File: src/rtl/bus_pkg.sv
// Shared encodings and sizing helpers for the master/slave interconnect arbiters.
package bus_pkg;

  localparam logic [1:0] RESP_OKAY  = 2'b00;
  localparam logic [1:0] RESP_ERROR = 2'b01;
  localparam logic [1:0] RESP_RETRY = 2'b10;
  localparam logic [1:0] RESP_SPLIT = 2'b11;

  typedef enum logic [1:0] {
    IDLE = 2'b00,
    ADDR = 2'b01,
    DATA = 2'b10
  } bus_state_e;

  // Index width for n items, never below one bit.
  function automatic int idx_width(input int n);
    return (n > 1) ? $clog2(n) : 1;
  endfunction

endpackage

File: src/rtl/rr_pick.sv
// Combinational round-robin picker: first eligible requester at or after ptr_i, wrapping.
module rr_pick import bus_pkg::*; #(
  parameter int N = 2,
  parameter int W = idx_width(N)
) (
  input  logic [N-1:0] eligible_i,
  input  logic [W-1:0] ptr_i,
  output logic [N-1:0] grant_o,
  output logic [W-1:0] idx_o,
  output logic         valid_o
);

  logic [2*N-1:0] dbl_s;
  logic [N-1:0]   rot_s;
  logic [W-1:0]   off_s;
  logic [W:0]     sum_s;

  // Rotate so bit 0 sits at the pointer, take the lowest set bit, then rotate the index back.
  always_comb begin
    dbl_s = {eligible_i, eligible_i} >> ptr_i;
    rot_s = dbl_s[N-1:0];
    off_s = {W{1'b0}};
    for (int k = N - 1; k >= 0; k--) begin
      off_s = rot_s[k] ? W'(k) : off_s;
    end
    sum_s = {1'b0, ptr_i} + {1'b0, off_s};
    if (sum_s >= (W+1)'(N)) begin
      idx_o = W'(sum_s - (W+1)'(N));
    end else begin
      idx_o = sum_s[W-1:0];
    end
    valid_o = |rot_s;
    grant_o = valid_o ? ({{(N-1){1'b0}}, 1'b1} << idx_o) : {N{1'b0}};
  end

endmodule

File: src/rtl/bus_arbiter_rr.sv
// Round-robin bus arbiter and transfer controller: IDLE/ADDR/DATA sequencing,
// response handling with split masking, and a data-phase wait-state timeout.
module bus_arbiter_rr import bus_pkg::*; #(
  parameter int  N_MASTERS = 2,
  parameter int  N_SLAVES  = 2,
  parameter int  TIMEOUT   = 16,
  localparam int MW        = idx_width(N_MASTERS),
  localparam int SW        = idx_width(N_SLAVES)
) (
  input  logic                    clk,
  input  logic                    rst,
  input  logic [N_MASTERS-1:0]    busreq,
  input  logic [N_MASTERS-1:0]    rw,
  input  logic [N_MASTERS*SW-1:0] slv_id,
  input  logic                    ready,
  input  logic [1:0]              resp,
  input  logic [N_MASTERS-1:0]    split_resume,
  output logic [N_MASTERS-1:0]    grant,
  output logic [MW-1:0]           mst_sel,
  output logic [N_SLAVES-1:0]     slv_sel,
  output logic                    addr_en,
  output logic                    wdata_en,
  output logic                    rdata_en,
  output logic                    done,
  output logic                    error,
  output logic                    timeout
);

  localparam int CW = idx_width(TIMEOUT);

  bus_state_e           state_q;
  logic [MW-1:0]        rr_ptr_q;
  logic [N_MASTERS-1:0] split_mask_q;
  logic [CW-1:0]        wait_cnt_q;
  logic                 rw_q;
  logic [N_MASTERS-1:0] grant_q;
  logic [MW-1:0]        mst_sel_q;
  logic [N_SLAVES-1:0]  slv_sel_q;
  logic                 addr_en_q;
  logic                 wdata_en_q;
  logic                 rdata_en_q;
  logic                 done_q;
  logic                 error_q;
  logic                 timeout_q;

  logic [N_MASTERS-1:0] eligible_s;
  logic [N_MASTERS-1:0] pick_grant_s;
  logic [MW-1:0]        pick_idx_s;
  logic                 pick_valid_s;
  logic [SW-1:0]        pick_slv_s;
  logic                 pick_rw_s;
  logic                 pick_bad_s;
  logic [MW-1:0]        pick_next_s;
  logic [MW-1:0]        cur_next_s;
  logic [N_SLAVES-1:0]  slv_onehot_s;
  logic [N_MASTERS-1:0] mask_resumed_s;
  logic                 dat_done_s;
  logic                 dat_err_s;
  logic                 dat_retry_s;
  logic                 dat_split_s;
  logic                 dat_tmo_s;
  logic                 dat_end_s;
  logic                 dat_adv_s;

  assign eligible_s = busreq & ~split_mask_q;

  rr_pick #(
    .N (N_MASTERS),
    .W (MW)
  ) u_pick (
    .eligible_i (eligible_s),
    .ptr_i      (rr_ptr_q),
    .grant_o    (pick_grant_s),
    .idx_o      (pick_idx_s),
    .valid_o    (pick_valid_s)
  );

  // Per-master attributes of the arbitration winner and the wrapped successor pointers.
  always_comb begin
    pick_slv_s = {SW{1'b0}};
    pick_rw_s  = 1'b0;
    for (int m = 0; m < N_MASTERS; m++) begin
      pick_slv_s = (pick_idx_s == MW'(m)) ? slv_id[m*SW +: SW] : pick_slv_s;
      pick_rw_s  = (pick_idx_s == MW'(m)) ? rw[m] : pick_rw_s;
    end
    pick_bad_s     = ({1'b0, pick_slv_s} >= (SW+1)'(N_SLAVES));
    slv_onehot_s   = {{(N_SLAVES-1){1'b0}}, 1'b1} << pick_slv_s;
    pick_next_s    = (pick_idx_s == MW'(N_MASTERS - 1)) ? {MW{1'b0}} : pick_idx_s + MW'(1'b1);
    cur_next_s     = (mst_sel_q == MW'(N_MASTERS - 1)) ? {MW{1'b0}} : mst_sel_q + MW'(1'b1);
    mask_resumed_s = split_mask_q & ~split_resume;
  end

  // Data-phase outcome; response codes are mutually exclusive, wait/timeout is the fallback.
  always_comb begin
    dat_done_s  = ready & (resp == RESP_OKAY);
    dat_err_s   = (resp == RESP_ERROR);
    dat_retry_s = ready & (resp == RESP_RETRY);
    dat_split_s = ready & (resp == RESP_SPLIT);
    dat_tmo_s   = ~(dat_done_s | dat_err_s | dat_retry_s | dat_split_s) &
                  (wait_cnt_q == CW'(TIMEOUT - 1));
    dat_end_s   = dat_done_s | dat_err_s | dat_retry_s | dat_split_s | dat_tmo_s;
    dat_adv_s   = dat_done_s | dat_err_s | dat_split_s | dat_tmo_s;
  end

  // Controller FSM, round-robin pointer, split mask and registered outputs.
  always_ff @(posedge clk) begin
    if (!rst) begin
      state_q      <= IDLE;
      rr_ptr_q     <= {MW{1'b0}};
      split_mask_q <= {N_MASTERS{1'b0}};
      wait_cnt_q   <= {CW{1'b0}};
      rw_q         <= 1'b0;
      grant_q      <= {N_MASTERS{1'b0}};
      mst_sel_q    <= {MW{1'b0}};
      slv_sel_q    <= {N_SLAVES{1'b0}};
      addr_en_q    <= 1'b0;
      wdata_en_q   <= 1'b0;
      rdata_en_q   <= 1'b0;
      done_q       <= 1'b0;
      error_q      <= 1'b0;
      timeout_q    <= 1'b0;
    end else begin
      done_q       <= 1'b0;
      error_q      <= 1'b0;
      timeout_q    <= 1'b0;
      split_mask_q <= mask_resumed_s;
      case (state_q)
        IDLE: begin
          if (pick_valid_s && pick_bad_s) begin
            // Undecodable target: refuse the bus and move on to the next master.
            error_q  <= 1'b1;
            rr_ptr_q <= pick_next_s;
          end else if (pick_valid_s) begin
            state_q   <= ADDR;
            grant_q   <= pick_grant_s;
            mst_sel_q <= pick_idx_s;
            slv_sel_q <= slv_onehot_s;
            addr_en_q <= 1'b1;
            rw_q      <= pick_rw_s;
          end
        end
        ADDR: begin
          state_q    <= DATA;
          addr_en_q  <= 1'b0;
          wdata_en_q <= rw_q;
          rdata_en_q <= ~rw_q;
          wait_cnt_q <= {CW{1'b0}};
        end
        DATA: begin
          if (dat_end_s) begin
            state_q    <= IDLE;
            grant_q    <= {N_MASTERS{1'b0}};
            mst_sel_q  <= {MW{1'b0}};
            slv_sel_q  <= {N_SLAVES{1'b0}};
            wdata_en_q <= 1'b0;
            rdata_en_q <= 1'b0;
            done_q     <= dat_done_s;
            error_q    <= dat_err_s | dat_tmo_s;
            timeout_q  <= dat_tmo_s;
            if (dat_adv_s) begin
              rr_ptr_q <= cur_next_s;
            end
            if (dat_split_s) begin
              split_mask_q <= mask_resumed_s | grant_q;
            end
          end else begin
            wait_cnt_q <= wait_cnt_q + CW'(1'b1);
          end
        end
        default: begin
          state_q    <= IDLE;
          grant_q    <= {N_MASTERS{1'b0}};
          mst_sel_q  <= {MW{1'b0}};
          slv_sel_q  <= {N_SLAVES{1'b0}};
          addr_en_q  <= 1'b0;
          wdata_en_q <= 1'b0;
          rdata_en_q <= 1'b0;
        end
      endcase
    end
  end

  assign grant    = grant_q;
  assign mst_sel  = mst_sel_q;
  assign slv_sel  = slv_sel_q;
  assign addr_en  = addr_en_q;
  assign wdata_en = wdata_en_q;
  assign rdata_en = rdata_en_q;
  assign done     = done_q;
  assign error    = error_q;
  assign timeout  = timeout_q;

endmodule

File: config.mk
export PLATFORM = sky130hd
export DESIGN_NAME = bus_arbiter_rr
export DESIGN_NICKNAME = d
export VERILOG_FILES = /design/src/rtl/bus_pkg.sv /design/src/rtl/rr_pick.sv /design/src/rtl/bus_arbiter_rr.sv
export SDC_FILE = /design/constraint.sdc
export NUM_CORES = 1
export LEC_CHECK = 0
export BUFFER_PORTS_ARGS = -buffer_cell sky130_fd_sc_hd__buf_2
export CAP_MARGIN = 20
export CORE_MARGIN = 4
export CORE_UTILIZATION = 41
export DETAILED_ROUTE_END_ITERATION = 10
export SLEW_MARGIN = 10
export SYNTH_ARGS = -nofsm -noshare
export SYNTH_HDL_FRONTEND = slang
export SYNTH_SLANG_ARGS = --single-unit
export TNS_END_PERCENT = 100
File: constraint.sdc
create_clock -name clk -period 1.6 [get_ports clk]
set_input_delay 0.32 -clock clk [delete_from_list [all_inputs] [get_ports clk]]
set_output_delay 0.32 -clock clk [all_outputs]
set_load 0.05 [all_outputs]
==> flow_summary.ini <==
[setup_path]
worstSetupEndpointType = register
path_max_fanout = 4
crit_top_cell = and3_4
slowest_stage = dfxtp_2
arrival_ps = 1760
crit_chain = ha_1, and3_4, o41ai_4, and3_4, a22o_1
r2r-start = wait_cnt_q[0]
r2r_cells = 5
cp-start-kind = register
crit_cells = 5
ff2ff_setup_slack_ps = 80
crit_family = simple AND/OR/NAND/NOR gates
worstPathBufferInverterCount = 0
reg2reg_to = slv_sel[0]
required_ps = 1840
cpPeakStageDelay_ps = 350
crit_type = reg2reg

[logic_synthesis]
avgSynthCellArea_um2 = 9.11
synth_top_area_cell = dfxtp_1
synth.top_cell.area_share = 0.435
synth_edf_count = 0
ys_ff_latch = 20
synth.area.top_cells = dfxtp_1 44%, nor2b_1 5.4%, o21ai_0 3.8%
synthFlopType = dfxtp_1
seq_area_frac_synth = 0.435
syn_area_um2 = 920
async_flop_share = 0
yosys-top-cells-count = 20 x dfxtp_1, 8 x nor2b_1, 7 x nand2_1, 7 x o21ai_0, 5 x nor2_1
synth.most_common_cell = dfxtp_1
synth_nets = 115
ys_warn_count = 0
syn_inst = 101
synth_cell_types = 40

[global_routing]
grt_pass1_wl_mm = 3.51
grt_max_degree = 20
antenna_found_initial = 0
overflow = 0
grt_usage = 0.137
grt_pass1_vias = 826

[layout]
antenna_cells = 0
drive_gt1_frac = 0.328
stdcell_count = 152
area_growth_pct = 22.3
final_nets = 141

[clock_tree]
path_clk_slew_ps = 100
post_cts_buffers = 0
htree_levels = 1
cts_buffer_depth = 2
ctsHoldBuffers = 0
cts_tree = done
numCtsBuffers = 3
cts.root.buffer_cell = clkbuf_4
cts.sinks = 20
clkLatencyLatePin_ps = 290

[power_and_ir_drop]
powerDensity_nw_per_um2 = 884
leakagePower_nw = 0.486
intPower_w = 0.000690
p_clk_frac = 0.229
comb_power_share = 0.216
power_frac_seq = 0.554
p_sw_frac = 0.305
switchingPower_w = 0.000303
ir_worst_vdd_mv = 0.525

[floorplan]
fp.coreArea_um2 = 2040
die_height_um = 55.4
row_count = 16
initial_utilization = 0.450
chipWidth_um = 55.4
ios = 24
die_area_um2 = 3060

[worst_hold_path]
worstHoldEndpoint = done
hold_depth = 2
hp-start = resp[1]
min_path_type = in2reg

[routing]
routed_wl_mm = 1.92
drc_errors = 0
antenna_left = 0
num_vias = 807
wl_per_cell_um = 12.6
dr.pass1.iters = 4
via_per_inst = 5.31
drtIter0Drc = 9

[sta]
fin_crit_ps = 1520
max_freq_ghz = 0.657
maxSlewViolCount = 0
hold_viol = 0
fin_crit_sh = 0.952
tightest_slew_ps = 416
rsz0062_at_grt = true
finClkSkew_ps = 0.962
setup_ws_ps = 77.3
setup_viol = 0
max_slew_margin = 0.722

[place]
port-buffer-count = 23
dpl.hpwl_mm = 1.43
dpl.cell_count = 149
gp_congestion = 0.788
post-place-ws_ps = -17.5

[flow_run]
max-cap-violations = 0

[run_status]
outcome = complete, no violations
through the flow:
stage          setup TNS [ps]  utilization  total power [W]  cell area (um^2)  hold slack (ps)
3_5_place_dp            -41.3        0.523         0.000767              1070              451
4_1_cts                     0        0.537         0.000999              1100              214
2_1_floorplan               0            -         0.000708               920              398
3_3_place_gp                0        0.523         0.000766              1070              446
5_1_grt                 -46.9        0.551          0.00105              1120              211
6_report                    0        0.551         0.000994              1120              228
state kept, by name, summed over array words and instances (netlist names):
register and cells:
done 1, wdata_en 1, grant 2, split_mask_q 2, error 1, wait_cnt_q 4, addr_en 1, rr_ptr_q 1
timeout 1, rw_q 1, rdata_en 1, slv_sel 2, state_q 2
cells in the final DEF, fill, tap and decap left out, drive strengths merged, types with 3 or more instances in the layout:
master and instances:
clkbuf 3, and2b 3, nand2 7, nor2b 8, and3 3, nor3 3
nor2 5, o21ai 9, nand3 3, dfxtp 20, buf 26, a21oi 4
nor4 3
cell type report:
class / count / area (um^2)
Sequential cell: 20 / 402
Timing Repair Buffer: 26 / 138
Clock buffer: 3 / 22.5
Fill cell: 211 / 917
Tap cell: 27 / 33.8
Inverter: 2 / 7.51
Multi-Input combinational cell: 74 / 522
metal layers:
layer / share of wire / vias to the layer above / track usage
met5: 0 / - / 0
met2: 0.44 / 21 / 0.213
met4: 0.0068 / 0 / 0.0521
met3: 0.064 / 2 / 0.0350
met1: 0.49 / 368 / 0.181
li1: - / 416 / -
repair_timing:
item                       CTS  global route
pin swaps                    0             1
setup endpoints to repair    3             6
resized for setup            1             5
hold endpoints to repair     0             0
gates cloned                 0             0
worst max path at each step:
stage	to	startpoint	slack (ps)
2_1_floorplan	rdata_en	wait_cnt_q[0]	150
3_3_place_gp	slv_sel[0]	wait_cnt_q[0]	40
3_5_place_dp	slv_sel[0]	wait_cnt_q[0]	-20
4_1_cts	slv_sel[0]	wait_cnt_q[0]	50
5_1_grt	grant[1]	wait_cnt_q[0]	-20
6_report	slv_sel[0]	wait_cnt_q[0]	80
cells by family (layout without fill, tap and decap cells):
group / Yosys count / in the layout / synth area share
compound gates: 24 / 24 / 0.176
buf+inv: 7 / 31 / 0.0340
mux: 2 / 2 / 0.0218
fa+ha+maj: 2 / 2 / 0.0245
flops: 20 / 20 / 0.435
simple gates: 46 / 46 / 0.309
power by group through the flow:
stage	clock network, W	registers (W)	logic, W
after CTS	0.000241	0.000549	0.000209
after floorplan	0	0.000609	0.0000999
after detailed placement	0	0.000560	0.000207
final	0.000228	0.000551	0.000215
after global routing	0.000258	0.000555	0.000235
after global placement	0	0.000559	0.000207
Note: power is estimated with default switching activity, not from simulation.
